===== config.mk =====
export PLATFORM = sky130hd
export DESIGN_NAME = cache_l1_refill_ctrl_flat
export DESIGN_NICKNAME = d
export VERILOG_FILES = /design/src/rtl/cache_l1_refill_ctrl_if.sv /design/src/rtl/cache_l1_refill_ctrl.sv /design/src/flat_wrapper.sv
export SDC_FILE = /design/constraint.sdc
export NUM_CORES = 1
export LEC_CHECK = 0
export ABC_AREA = 1
export ABC_CLOCK_PERIOD_IN_PS = 3650
export BUFFER_PORTS_ARGS = -buffer_cell sky130_fd_sc_hd__buf_4
export CORE_AREA = 2 2 243 245
export CTS_CLUSTER_SIZE = 10
export DETAILED_ROUTE_END_ITERATION = 7
export DIE_AREA = 0 0 245 247
export HOLD_SLACK_MARGIN = 0.03
export PLACE_DENSITY_LB_ADDON = 0.08
export SYNTH_ARGS = -nofsm -noshare
export SYNTH_HDL_FRONTEND = slang
export SYNTH_SLANG_ARGS = --single-unit

===== constraint.sdc =====
create_clock -name clk_i -period 3.65 [get_ports clk_i]
set_clock_uncertainty 0.1 [all_clocks]
set_input_delay 0.1825 -clock clk_i [delete_from_list [all_inputs] [get_ports clk_i]]
set_output_delay 0.1825 -clock clk_i [all_outputs]
set_load 0.02 [all_outputs]

===== src/rtl/cache_l1_refill_ctrl_if.sv =====
// L2-side request/response bus of the L1 refill controller.
// The controller is the master: it issues write-backs and fills, and L2 acknowledges.
interface cache_l1_refill_ctrl_if #(
  parameter int BADDR_W = 15,
  parameter int BLOCK_W = 128
);
  logic               l2_req_o;
  logic               l2_we_o;
  logic [BADDR_W-1:0] l2_addr_o;
  logic [BLOCK_W-1:0] l2_wdata_o;
  logic               l2_ack_i;
  logic [BLOCK_W-1:0] l2_rdata_i;

  modport master (
    output l2_req_o, l2_we_o, l2_addr_o, l2_wdata_o,
    input  l2_ack_i, l2_rdata_i
  );

  modport slave (
    input  l2_req_o, l2_we_o, l2_addr_o, l2_wdata_o,
    output l2_ack_i, l2_rdata_i
  );
endinterface


===== src/rtl/cache_l1_refill_ctrl.sv =====
// L1 data-cache miss handler: optional dirty-victim write-back to L2, block fill
// from L2, then a single block write into the L1 data array.
//
// state      | meaning
// IDLE       | waiting for a core load/store; latches the request address
// LOOKUP     | L1 hit/victim status for the latched address is sampled
// WB_WAIT    | dirty victim block being written back to L2
// FILL_WAIT  | missing block being read from L2
// FILL_WRITE | one-cycle block write of the fetched data into L1
module cache_l1_refill_ctrl #(
  parameter int block_size  = 128,
  parameter int tag_size    = 9,
  parameter int idx_size    = 6,
  parameter int word_size   = 2,
  parameter int offset_size = 2,
  localparam int ADDR_W     = tag_size + idx_size + word_size + offset_size,
  localparam int BADDR_W    = tag_size + idx_size
) (
  input  logic                  clk_i,
  input  logic                  rst_i,
  input  logic                  req_read_i,
  input  logic                  req_write_i,
  input  logic [ADDR_W-1:0]     req_addr_i,
  output logic                  stall_o,
  input  logic                  hit_i,
  input  logic                  victim_dirty_i,
  input  logic [tag_size-1:0]   victim_tag_i,
  input  logic [block_size-1:0] l1_block_i,
  output logic                  l1_write_o,
  output logic                  l1_write_L2_o,
  output logic [ADDR_W-1:0]     l1_addr_o,
  output logic [block_size-1:0] l1_data_L2_o,
  cache_l1_refill_ctrl_if.master l2,
  output logic [15:0]           miss_cnt_o,
  output logic [15:0]           wb_cnt_o
);

  localparam int LO = word_size + offset_size;

  typedef enum logic [2:0] {
    IDLE       = 3'd0,
    LOOKUP     = 3'd1,
    WB_WAIT    = 3'd2,
    FILL_WAIT  = 3'd3,
    FILL_WRITE = 3'd4
  } state_e;

  state_e                state_q, state_d;
  logic [ADDR_W-1:0]     addr_q, addr_d;
  logic [tag_size-1:0]   victim_tag_q, victim_tag_d;
  logic [block_size-1:0] victim_blk_q, victim_blk_d;
  logic [block_size-1:0] fill_q, fill_d;
  logic [15:0]           miss_cnt_q, miss_cnt_d;
  logic [15:0]           wb_cnt_q, wb_cnt_d;

  function automatic logic [15:0] sat_inc(input logic [15:0] cnt);
    return (cnt == 16'hFFFF) ? cnt : cnt + 16'd1;
  endfunction

  always_ff @(posedge clk_i) begin
    if (rst_i) begin
      state_q      <= IDLE;
      addr_q       <= '0;
      victim_tag_q <= '0;
      victim_blk_q <= '0;
      fill_q       <= '0;
      miss_cnt_q   <= '0;
      wb_cnt_q     <= '0;
    end else begin
      state_q      <= state_d;
      addr_q       <= addr_d;
      victim_tag_q <= victim_tag_d;
      victim_blk_q <= victim_blk_d;
      fill_q       <= fill_d;
      miss_cnt_q   <= miss_cnt_d;
      wb_cnt_q     <= wb_cnt_d;
    end
  end

  always_comb begin
    state_d      = state_q;
    addr_d       = addr_q;
    victim_tag_d = victim_tag_q;
    victim_blk_d = victim_blk_q;
    fill_d       = fill_q;
    miss_cnt_d   = miss_cnt_q;
    wb_cnt_d     = wb_cnt_q;

    unique case (state_q)
      IDLE: begin
        if (req_read_i || req_write_i) begin
          addr_d  = req_addr_i;
          state_d = LOOKUP;
        end
      end
      LOOKUP: begin
        if (hit_i) begin
          state_d = IDLE;
        end else begin
          miss_cnt_d = sat_inc(miss_cnt_q);
          if (victim_dirty_i) begin
            // Victim is captured now: the fill will overwrite the L1 line it came from.
            victim_tag_d = victim_tag_i;
            victim_blk_d = l1_block_i;
            wb_cnt_d     = sat_inc(wb_cnt_q);
            state_d      = WB_WAIT;
          end else begin
            state_d = FILL_WAIT;
          end
        end
      end
      WB_WAIT: begin
        if (l2.l2_ack_i) state_d = FILL_WAIT;
      end
      FILL_WAIT: begin
        if (l2.l2_ack_i) begin
          fill_d  = l2.l2_rdata_i;
          state_d = FILL_WRITE;
        end
      end
      FILL_WRITE: state_d = IDLE;
      default:    state_d = IDLE;
    endcase
  end

  // All outputs decode from registered state only; ack never reaches req combinationally.
  always_comb begin
    stall_o        = (state_q != IDLE);
    l1_write_o     = 1'b0;
    l1_write_L2_o  = 1'b0;
    l1_data_L2_o   = '0;
    l2.l2_req_o    = 1'b0;
    l2.l2_we_o     = 1'b0;
    l2.l2_addr_o   = '0;
    l2.l2_wdata_o  = '0;

    unique case (state_q)
      WB_WAIT: begin
        l2.l2_req_o   = 1'b1;
        l2.l2_we_o    = 1'b1;
        l2.l2_addr_o  = {victim_tag_q, addr_q[LO +: idx_size]};
        l2.l2_wdata_o = victim_blk_q;
      end
      FILL_WAIT: begin
        l2.l2_req_o  = 1'b1;
        l2.l2_addr_o = addr_q[ADDR_W-1:LO];
      end
      FILL_WRITE: begin
        l1_write_o    = 1'b1;
        l1_write_L2_o = 1'b1;
        l1_data_L2_o  = fill_q;
      end
      default: ;
    endcase
  end

  assign l1_addr_o  = addr_q;
  assign miss_cnt_o = miss_cnt_q;
  assign wb_cnt_o   = wb_cnt_q;

endmodule

===== src/flat_wrapper.sv =====
// flat-port wrapper written by rule: the top's interface ports become plain ports
module cache_l1_refill_ctrl_flat 
#(
  parameter int block_size  = 128,
  parameter int tag_size    = 9,
  parameter int idx_size    = 6,
  parameter int word_size   = 2,
  parameter int offset_size = 2,
  localparam int ADDR_W     = tag_size + idx_size + word_size + offset_size,
  localparam int BADDR_W    = tag_size + idx_size
)
  (clk_i, rst_i, req_read_i, req_write_i, req_addr_i, stall_o, hit_i, victim_dirty_i, victim_tag_i, l1_block_i, l1_write_o, l1_write_L2_o, l1_addr_o, l1_data_L2_o, miss_cnt_o, wb_cnt_o, l2_l2_req_o, l2_l2_we_o, l2_l2_addr_o, l2_l2_wdata_o, l2_l2_ack_i, l2_l2_rdata_i);
  cache_l1_refill_ctrl_if l2_i ();
  input  logic clk_i;
  input  logic rst_i;
  input  logic req_read_i;
  input  logic req_write_i;
  input  logic [ADDR_W-1:0] req_addr_i;
  output logic stall_o;
  input  logic hit_i;
  input  logic victim_dirty_i;
  input  logic [tag_size-1:0] victim_tag_i;
  input  logic [block_size-1:0] l1_block_i;
  output logic l1_write_o;
  output logic l1_write_L2_o;
  output logic [ADDR_W-1:0] l1_addr_o;
  output logic [block_size-1:0] l1_data_L2_o;
  output logic [15:0] miss_cnt_o;
  output logic [15:0] wb_cnt_o;
  output wire logic [$bits(l2_i.l2_req_o)-1:0] l2_l2_req_o;
  output wire logic [$bits(l2_i.l2_we_o)-1:0] l2_l2_we_o;
  output wire logic [$bits(l2_i.l2_addr_o)-1:0] l2_l2_addr_o;
  output wire logic [$bits(l2_i.l2_wdata_o)-1:0] l2_l2_wdata_o;
  input wire logic [$bits(l2_i.l2_ack_i)-1:0] l2_l2_ack_i;
  input wire logic [$bits(l2_i.l2_rdata_i)-1:0] l2_l2_rdata_i;
  assign l2_l2_req_o = l2_i.l2_req_o;
  assign l2_l2_we_o = l2_i.l2_we_o;
  assign l2_l2_addr_o = l2_i.l2_addr_o;
  assign l2_l2_wdata_o = l2_i.l2_wdata_o;
  assign l2_i.l2_ack_i = l2_l2_ack_i;
  assign l2_i.l2_rdata_i = l2_l2_rdata_i;
  cache_l1_refill_ctrl #(.block_size(block_size), .tag_size(tag_size), .idx_size(idx_size), .word_size(word_size), .offset_size(offset_size)) u_core (.clk_i(clk_i), .rst_i(rst_i), .req_read_i(req_read_i), .req_write_i(req_write_i), .req_addr_i(req_addr_i), .stall_o(stall_o), .hit_i(hit_i), .victim_dirty_i(victim_dirty_i), .victim_tag_i(victim_tag_i), .l1_block_i(l1_block_i), .l1_write_o(l1_write_o), .l1_write_L2_o(l1_write_L2_o), .l1_addr_o(l1_addr_o), .l1_data_L2_o(l1_data_L2_o), .l2(l2_i), .miss_cnt_o(miss_cnt_o), .wb_cnt_o(wb_cnt_o));
endmodule

Yosys cells after proc, flatten, opt, wreduce, memory -nomap -nowiden:

Cells that the tools add are included.
W data, S select, Z words.

* register bits: 319
* latch bits: 0
* bits in writable memories: 0
* ROM bits: 0
* output and inout bits: 327
* memories: 0

* add/sub/neg operators: 2
* multipliers: 0
* divide/modulo/power cells: 0
* $lt $le $gt $ge: 0
* eq/ne operators: 9
* shift-type cells: 0
* multiplexer cells: 12
* bitwise logic cells: 3
* reduce and logical (&&, ||, !) cells: 10

Operators by type and width (count)
* $mux W128: 2
* $add A16 B1 Y16 const B: 2
* $eq A16 B16 Y1 const B: 2
* $pmux W15 S2: 1
* $mux W3: 4
* $pmux W3 S4: 1
* $reduce_and A3 Y1: 3
* $eq A3 B2 Y1 const B: 2
* $mux W1: 4
* $ne A2 B2 Y1 const B: 2
* $reduce_and A2 Y1: 2
* $reduce_and A4 Y1: 1
* $eq A3 B1 Y1 const B: 1
* $eq A3 B3 Y1 const B: 1
* $logic_not A3 Y1: 1
* $not A1 Y1: 3
* $reduce_bool A3 Y1: 1
* $ne A2 B1 Y1 const B: 1
* $reduce_or A2 Y1: 1
* $logic_or A1 B1 Y1: 1

Longest topological paths before layout:

Gate-level depths: netlist of the first run.

* depth in word-level cells: 3
* depth in mapped cells: 9
* mapped depth without buffers: 9

Least setup slack after synthesis of the first run:

Ideal clock, no wire load.

* path type: register to output
* start: register u_core.state_q[2]
* end: output port l1_data_L2_o[107]
* arrival: 1597 ps
* data required time: 3367 ps
* path slack: 1771 ps
* cell stages (with the launch flop): 7
* path buffers: 2
* cell sequence: dfxtp_1 inv_2 nor3_2 inv_2 clkbuf_1 clkbuf_1 nor2_1

* cells in the longest elaborated chain, start to end: 2

Ends and longest elaborated chain
* from (decl): RTL line cache_l1_refill_ctrl.sv:48 `state_e state_q, state_d;`
* from (signal assigned): RTL line cache_l1_refill_ctrl.sv:70 `state_q <= state_d;`
* $eq A3 B3 Y1: RTL line cache_l1_refill_ctrl.sv:137 `unique case (state_q)`
* $mux W128: RTL line cache_l1_refill_ctrl.sv:137
* to (decl): RTL line flat_wrapper.sv:27 `output logic [block_size-1:0] l1_data_L2_o;`

No other way between the ends.

Worst setup path after layout of the first run:

* start: register u_core.state_q[2]
* end: output port l2_l2_wdata_o[22]

* cells in the longest elaborated chain, start to end: 2

Ends and longest elaborated chain
* $eq A3 B2 Y1: RTL line cache_l1_refill_ctrl.sv:137
* $mux W128: RTL line cache_l1_refill_ctrl.sv:137
* to (decl): RTL line flat_wrapper.sv:33 `output wire logic [$bits(l2_i.l2_wdata_o)-1:0] l2_l2_wdata_o;`

No other way between the ends.

==> results of run 1 <==
cell type report:
cell class                      count  area [um^2]  share of cell area
Tap cell                          773          967              0.0427
Sequential cell                   319         6390               0.282
Clock inverter                      5         52.6             0.00232
Antenna cell                        2         5.00            0.000221
Clock buffer                       62         1250              0.0552
Timing Repair Buffer              925         7720               0.341
Multi-Input combinational cell   1099         5080               0.224
Inverter                          309         1180              0.0519
cells in the mapped netlist:
master                     instances  area, um^2
sky130_fd_sc_hd__a21oi_1         299        1500
sky130_fd_sc_hd__buf_1             1        3.75
sky130_fd_sc_hd__buf_2            43         215
sky130_fd_sc_hd__buf_4             3        22.5
sky130_fd_sc_hd__buf_6            26         293
sky130_fd_sc_hd__clkbuf_1         56         210
sky130_fd_sc_hd__dfxtp_1         319        6390
sky130_fd_sc_hd__ha_1              2        25.0
sky130_fd_sc_hd__inv_1           305        1140
sky130_fd_sc_hd__inv_2             4        15.0
sky130_fd_sc_hd__nand2_1         110         413
sky130_fd_sc_hd__nand2_2           1        6.26
sky130_fd_sc_hd__nand3_1          24         120
sky130_fd_sc_hd__nand4_1           7        43.8
sky130_fd_sc_hd__nor2_1          328        1230
sky130_fd_sc_hd__nor2_2            4        25.0
sky130_fd_sc_hd__nor2_4            1        11.3
sky130_fd_sc_hd__nor3_1            5        25.0
sky130_fd_sc_hd__nor3_2            2        20.0
sky130_fd_sc_hd__o211ai_1          1        7.51
sky130_fd_sc_hd__o21ai_0         139         696
sky130_fd_sc_hd__o21ai_1         161         806
sky130_fd_sc_hd__o21ai_2           1        8.76
sky130_fd_sc_hd__o21bai_2          1        11.3
sky130_fd_sc_hd__or2_2             1        6.26
sky130_fd_sc_hd__xnor2_1           4        35.0
sky130_fd_sc_hd__xor2_1            8        70.1
report_power, final:
group | leakage [uW] | internal (uW) | switching [uW]
Clock | 0.000637 | 2410 | 1570
Sequential | 0.00259 | 3660 | 62.1
Combinational | 0.00609 | 640 | 700
per-layer routing:
metal | routed length, um | share of wire | track usage | vias up
li1 | - | - | - | 7542
met1 | 24600 | 0.43 | 0.221 | 6719
met2 | 26200 | 0.46 | 0.297 | 442
met3 | 4290 | 0.076 | 0.0522 | 85
met4 | 1400 | 0.025 | 0.0567 | 0
met5 | 0 | 0 | 0 | -
repair_timing:
action | 4_1_cts | 5_1_grt
resized for setup | 0 | 0
hold buffers | 287 | 0
endpoints found under the hold margin | 305 | 0
critical path, cell delays in order (launching register included):
cell	delay (ps)
sky130_fd_sc_hd__dfxtp_1	460
sky130_fd_sc_hd__nor3_2	90
sky130_fd_sc_hd__buf_4	200
sky130_fd_sc_hd__inv_4	410
sky130_fd_sc_hd__buf_12	380
sky130_fd_sc_hd__nor2_1	130
sky130_fd_sc_hd__buf_4	180
cell families after synthesis:
family                     Yosys count
buffers and inverters              438
xor gates and xnor gates            12
DFF                                319
adders and majority gates            2
AOI/OAI and AO/OA                  602
and+or+nand+nor                    483
metrics by stage:
step	hold slack (ps)	std cells	area, um^2	util	setup WS (ps)
5_1_grt	130	3493	22600	0.389	636
6_report	97.1	3494	22600	0.389	876
2_1_floorplan	217	1856	13300	-	1770
3_5_place_dp	318	3138	18500	0.317	1320
3_3_place_gp	310	3138	18500	0.317	1390
4_1_cts	58.9	3492	22600	0.389	788
flip-flops by register name, indices dropped and copies added, names as in the netlist:
name                 count
u_core.miss_cnt_o       16
u_core.state_q           3
u_core.victim_tag_q      9
u_core.fill_q          128
u_core.victim_blk_q    128
u_core.l1_addr_o        19
u_core.wb_cnt_o         16
worst paths after layout:
check                                            start                endpoint  slack (ps)  depth (start not counted)
worst min-delay path                             hit_i       u_core.state_q[1]         100                          6
worst min register to register  u_core.victim_blk_q[5]  u_core.victim_blk_q[5]         350                          2
worst max-delay path                 u_core.state_q[2]       l2_l2_wdata_o[22]         880                          6
worst max register to register       u_core.state_q[0]       u_core.fill_q[16]        1240                          6
==> impl_metrics.ini, run 1 <==
[run_status]
outcome = finished clean

[pwr]
irDropWorstVdd_v = 0.000275
leakagePower_uw = 0.00931
power_uw = 9050
powerDensity_nw_per_um2 = 400

[cts]
ctsHtreeMaxLevel = 2
clk_path_buf_depth = 3
root_buffer = sky130_fd_sc_hd__clkbuf_16
clock_tree_from_tritoncts = yes
worstSkewPairLatency_ps = 550
clock-sinks = 319
cts-buffers-inserted = 42
post_cts_buffers = 0
clk_transition_reported_paths_ps = 50

[global_route]
global_route_wire_length_before_repair_um = 84700
global_route_usage_over_all_layers = 0.178
grt.overflow.total = 0
grt_pass1_vias = 14691
initial_antenna_violation_count = 1
grt_start_max_net_pins = 136

[timing]
hold_vio_cnt_final = 0
relSlewSlack = 0.492
setup_viol_count_final = 0
finalWorstPathRequiredPeriod_ps = 2770
worst-slew-pin-transition_ps = 762
max_freq_mhz = 360
grt_setup_unrepaired = no
report.final.slew_viol_count = 0
setup_total_negative_slack_ps = 0
fin_crit_sh = 0.760

[layout]
drive_above_1_share = 0.262
num-fill-cells = 6149
commonest_cells_after_routing_fill_and_taps_aside = 633 x sky130_fd_sc_hd__buf_4, 328 x sky130_fd_sc_hd__nor2_1, 319 x sky130_fd_sc_hd__dfxtp_1
nNetsFinal = 2989
layout-area-overhead-vs-synth_pct = 69.6
layout.cells.most_common = sky130_fd_sc_hd__buf_4

[synth]
ys_seq_elements = 319
synth.yosys.warnings = 0
synth_sequential_area_ratio = 0.478
synth_cell_types = 27
synthesis.instances = 1856
combinational_family_with_the_most_area_after_synthesis = compound AO/OA/AOI/OAI gates
synth_adder_area_share = 0.00187
synth_compound_gate_area_share = 0.227
netlist_area_um2 = 13300
syn_area_per_cell_um2 = 7.19
syn_nets = 2149
yosys.area_share.simple = 0.142
synth-xor-area-share = 0.00787
synthMuxAreaShare = 0

[die]
num_io_pins = 618
number_of_rows_in_the_core_area = 89
dieHeight_um = 247
initial_core_util = 0.229
core_region_area_um2 = 58200
dieArea_um2 = 60500
width_of_the_die_um = 245

[worst_hold_path]
hold_path.class = input port to register

[drt]
viasPerCell = 4.23
vias = 14788
ant_nets = 0
average_wire_per_standard_cell_um = 16.2
initialDrtViolationCount = 600
drt-pass1-iter-count = 5
drt-total-wl_um = 56500
drc = 0

[critical_path]
worst_setup_path_start_kind = register
worst_setup_path_class = register to primary output
timing.critical_path.required_ps = 3370
worst-endpoint-arrival_ps = 2490
cp_max_fo = 71
critical_path.endpoint_type = primary output

[job]
cap_viol_max_count = 0

[placed_design]
globalplace.congestion = 0.832
placement.io_buffers = 617
post-dp-hpwl_um = 40700
(Power assumes the default switching activity.)
==> run 2, diff against run 1 <==
- ABC_AREA: 1 -> 0
- ABC_CLOCK_PERIOD_IN_PS: 3650 -> 2200
- CORE_AREA: 2 2 243 245 -> 2 2 237 239
- DIE_AREA: 0 0 245 247 -> 0 0 239 241
- clock period: 3.65 -> 2.2 ns (I/O delays scaled with it)
==> run 2 against run 1 <==
The run now ends with negative setup slack left; combinational power up 58%; synthesized cell count shrank 5.0%; critical path depth up 1; cell area grew 13%; die area decreased by 4.8%; global-route usage increased by 2.8 points; cell count is 2.3% lower; via count rose by 3.7%; total power is 67% higher; critical endpoint is now l2_l2_wdata_o[66]; largest cell class unchanged.
==> impl_metrics.ini, run 2 <==
[synth]
synth.yosys.warnings = 0
synth_cell_types = 48
synth_top_area_frac = 0.475
combinational_family_with_the_most_area_after_synthesis = simple AND/OR/NAND/NOR gates
synth-xor-area-share = 0.00130
synthArstFlopShare = 0
syn_area_per_cell_um2 = 7.63
synth_sequential_area_ratio = 0.475
yosys.area_share.simple = 0.333
synth-edff-count = 0
list_of_most_frequent_post_synthesis_cells = 582 x sky130_fd_sc_hd__nand2_1, 319 x sky130_fd_sc_hd__dfxtp_1, 308 x sky130_fd_sc_hd__a21oi_1
yosys.area.top_type = sky130_fd_sc_hd__dfxtp_1
synth_compound_gate_area_share = 0.132
synth_adder_area_share = 0.00186
yosys-top-cells-area = sky130_fd_sc_hd__dfxtp_1 48%, sky130_fd_sc_hd__nand2_1 16%, sky130_fd_sc_hd__and2_1 12%
dominantRegCellSynth = sky130_fd_sc_hd__dfxtp_1
netlist_area_um2 = 13400
synthesis.instances = 1763
ys_seq_elements = 319
syn_nets = 2056
synthMostInstantiatedCell = sky130_fd_sc_hd__nand2_1
synthMuxAreaShare = 0.0117

[timing]
fin_crit_sh = 1.04
setup_total_negative_slack_ps = -6700
layout_setup_ws_ps = -86.9
setup_viol_count_final = 159
max_freq_mhz = 437
report.final.slew_viol_count = 0
relSlewSlack = 0.419
grt_setup_unrepaired = yes
finalWorstPathRequiredPeriod_ps = 2290
worst-slew-pin-transition_ps = 872
hold_vio_cnt_final = 0

[layout]
drive_above_1_share = 0.373
final_core_utilization = 0.468
num-fill-cells = 5431
final_cells = 3414
nNetsFinal = 2970
layout-area-overhead-vs-synth_pct = 91.0
commonest_cells_after_routing_fill_and_taps_aside = 581 x sky130_fd_sc_hd__nand2_1, 438 x sky130_fd_sc_hd__buf_4, 316 x sky130_fd_sc_hd__dfxtp_1
layout.cells.most_common = sky130_fd_sc_hd__nand2_1

[critical_path]
setup.reg_to_reg.worst_slack_ps = 80
cp_top_family = buffers and inverters
cells_traversed_along_the_worst_timing_path = or2b_4 -> nor2_4 -> buf_6 -> buf_12 -> buf_16 -> and2_4 -> buf_6
worst_setup_path_class = register to primary output
crit_top_cell = sky130_fd_sc_hd__buf_6
critical_path.endpoint_type = primary output
cp.buffers_inverters = 4
cp_max_fo = 8
critical-path-slowest-cell = sky130_fd_sc_hd__dfxtp_4
worst-endpoint-arrival_ps = 2080
cp_slowest_stage_delay_ps = 350
timing.critical_path.required_ps = 1990
worst_setup_path_start_kind = register

[drt]
viasPerCell = 4.49
ant_nets = 0
vias = 15339
initialDrtViolationCount = 740
drt-pass1-iter-count = 5
average_wire_per_standard_cell_um = 18.6
drc = 0
drt-total-wl_um = 63400

[die]
core_region_area_um2 = 54900
dieHeight_um = 241
dieArea_um2 = 57600
num_io_pins = 618
width_of_the_die_um = 239
number_of_rows_in_the_core_area = 86
initial_core_util = 0.245

[cts]
clk_transition_reported_paths_ps = 60
ctsHtreeMaxLevel = 2
worstSkewPairLatency_ps = 560
cts-buffers-inserted = 42
clk_path_buf_depth = 3
clock-sinks = 319
clock_tree_from_tritoncts = yes
root_buffer = sky130_fd_sc_hd__clkbuf_16

[run_status]
outcome = complete, but fails checks
violations = negative setup slack

[global_route]
global_route_wire_length_before_repair_um = 91100
grt_pass1_vias = 15271
initial_antenna_violation_count = 4
grt.overflow.total = 0
grt_start_max_net_pins = 112
global_route_usage_over_all_layers = 0.207

[pwr]
p_int_uw = 11400
netSwitchingFraction = 0.246
leakagePower_uw = 0.0106
seq_power_share = 0.399
irDropWorstVdd_v = 0.000439
p_sw_uw = 3730
p_comb_frac = 0.140
pwr-share-clk = 0.461
powerDensity_nw_per_um2 = 590

[placed_design]
post-place-cells = 2993
placement.io_buffers = 617
globalplace.congestion = 0.799
detailedPlace.worstSlack_ps = 53.6
post-dp-hpwl_um = 39800

[job]
cap_viol_max_count = 0

[worst_hold_path]
hold_path.class = input port to register
-- run 2: cell count changes in the layout (fill, tap and decap cells not counted), sizes merged, moves of 13 or more --
| cell | change |
|---|---|
| and2 | +264 |
| buf | +72 |
| clkbuf | +13 |
| inv | -302 |
| nand2 | +471 |
| nand3 | -17 |
| nor2 | -309 |
| o21ai | -292 |
| o31ai | +14 |
| or4 | +14 |
-- run 2: what timing repair did --
action / CTS / global route
setup endpoints to repair: 269 / 386
buffers inserted: 23 / 9
pin swaps: 51 / 81
hold endpoints to repair: 312 / 0
resized for setup: 335 / 155
cloned: 23 / 7
hold buffers: 291 / 0
-- run 2: tightest hold or removal path, cell delays in order --
cell and delay, ps:
sky130_fd_sc_hd__buf_4 110, sky130_fd_sc_hd__or3_1 310, sky130_fd_sc_hd__a21oi_1 130, sky130_fd_sc_hd__a2111oi_0 80
-- run 2: power groups by stage --
| stage | sequential [uW] | combinational (uW) | clock [uW] |
|---|---|---|---|
| 6_report | 6040 | 2120 | 6990 |
| 5_1_grt | 6050 | 2270 | 7450 |
| 3_3_place_gp | 6150 | 1360 | 0 |
| 4_1_cts | 6030 | 2080 | 7190 |
| 2_1_floorplan | 6170 | 546 | 0 |
| 3_5_place_dp | 6160 | 1360 | 0 |
-- run 2: through the flow --
| stage | hold WS [ps] | cell area (um^2) | power [uW] |
|---|---|---|---|
| 3_5_place_dp | 265 | 18900 | 7520 |
| 2_1_floorplan | 146 | 13400 | 6710 |
| 5_1_grt | 164 | 25700 | 15800 |
| 6_report | 128 | 25700 | 15100 |
| 3_3_place_gp | 257 | 18900 | 7510 |
| 4_1_cts | 90.0 | 25100 | 15300 |
-- run 2: path summary, 6_finish.rpt --
kind	start	depth (start not counted)	to
worst max-delay path	u_core.state_q[1]	7	l2_l2_wdata_o[66]
worst min-delay path	req_read_i	4	u_core.state_q[0]
worst max register to register	u_core.state_q[2]	5	u_core.miss_cnt_o[9]
worst min register to register	u_core.victim_blk_q[121]	2	u_core.victim_blk_q[121]
-- run 2: cell type report --
cell class              count  area, um^2  area share
clock inverters             4        72.6     0.00283
flip-flops and latches    319        6390       0.249
well taps                 704         881      0.0343
clock buffers              69        1330      0.0517
diodes                      4        10.0    0.000390
repair buffers           1007        9960       0.388
multi-input cells        1301        7010       0.273
inverters                   6        22.5    0.000877
-- run 2: per-layer routing --
layer,global-route usage,share of wire,vias to the layer above
li1,-,-,7564
met1,0.249,0.42,7253
met2,0.354,0.49,433
met3,0.0525,0.060,89
met4,0.0822,0.029,0
met5,0,0,-
-- run 2: kinds of logic after synthesis --
group           after synthesis
simple gates                942
mux                          15
fa+ha+maj                     2
compound gates              340
flops                       319
buf+inv                     143
xor+xnor                      2
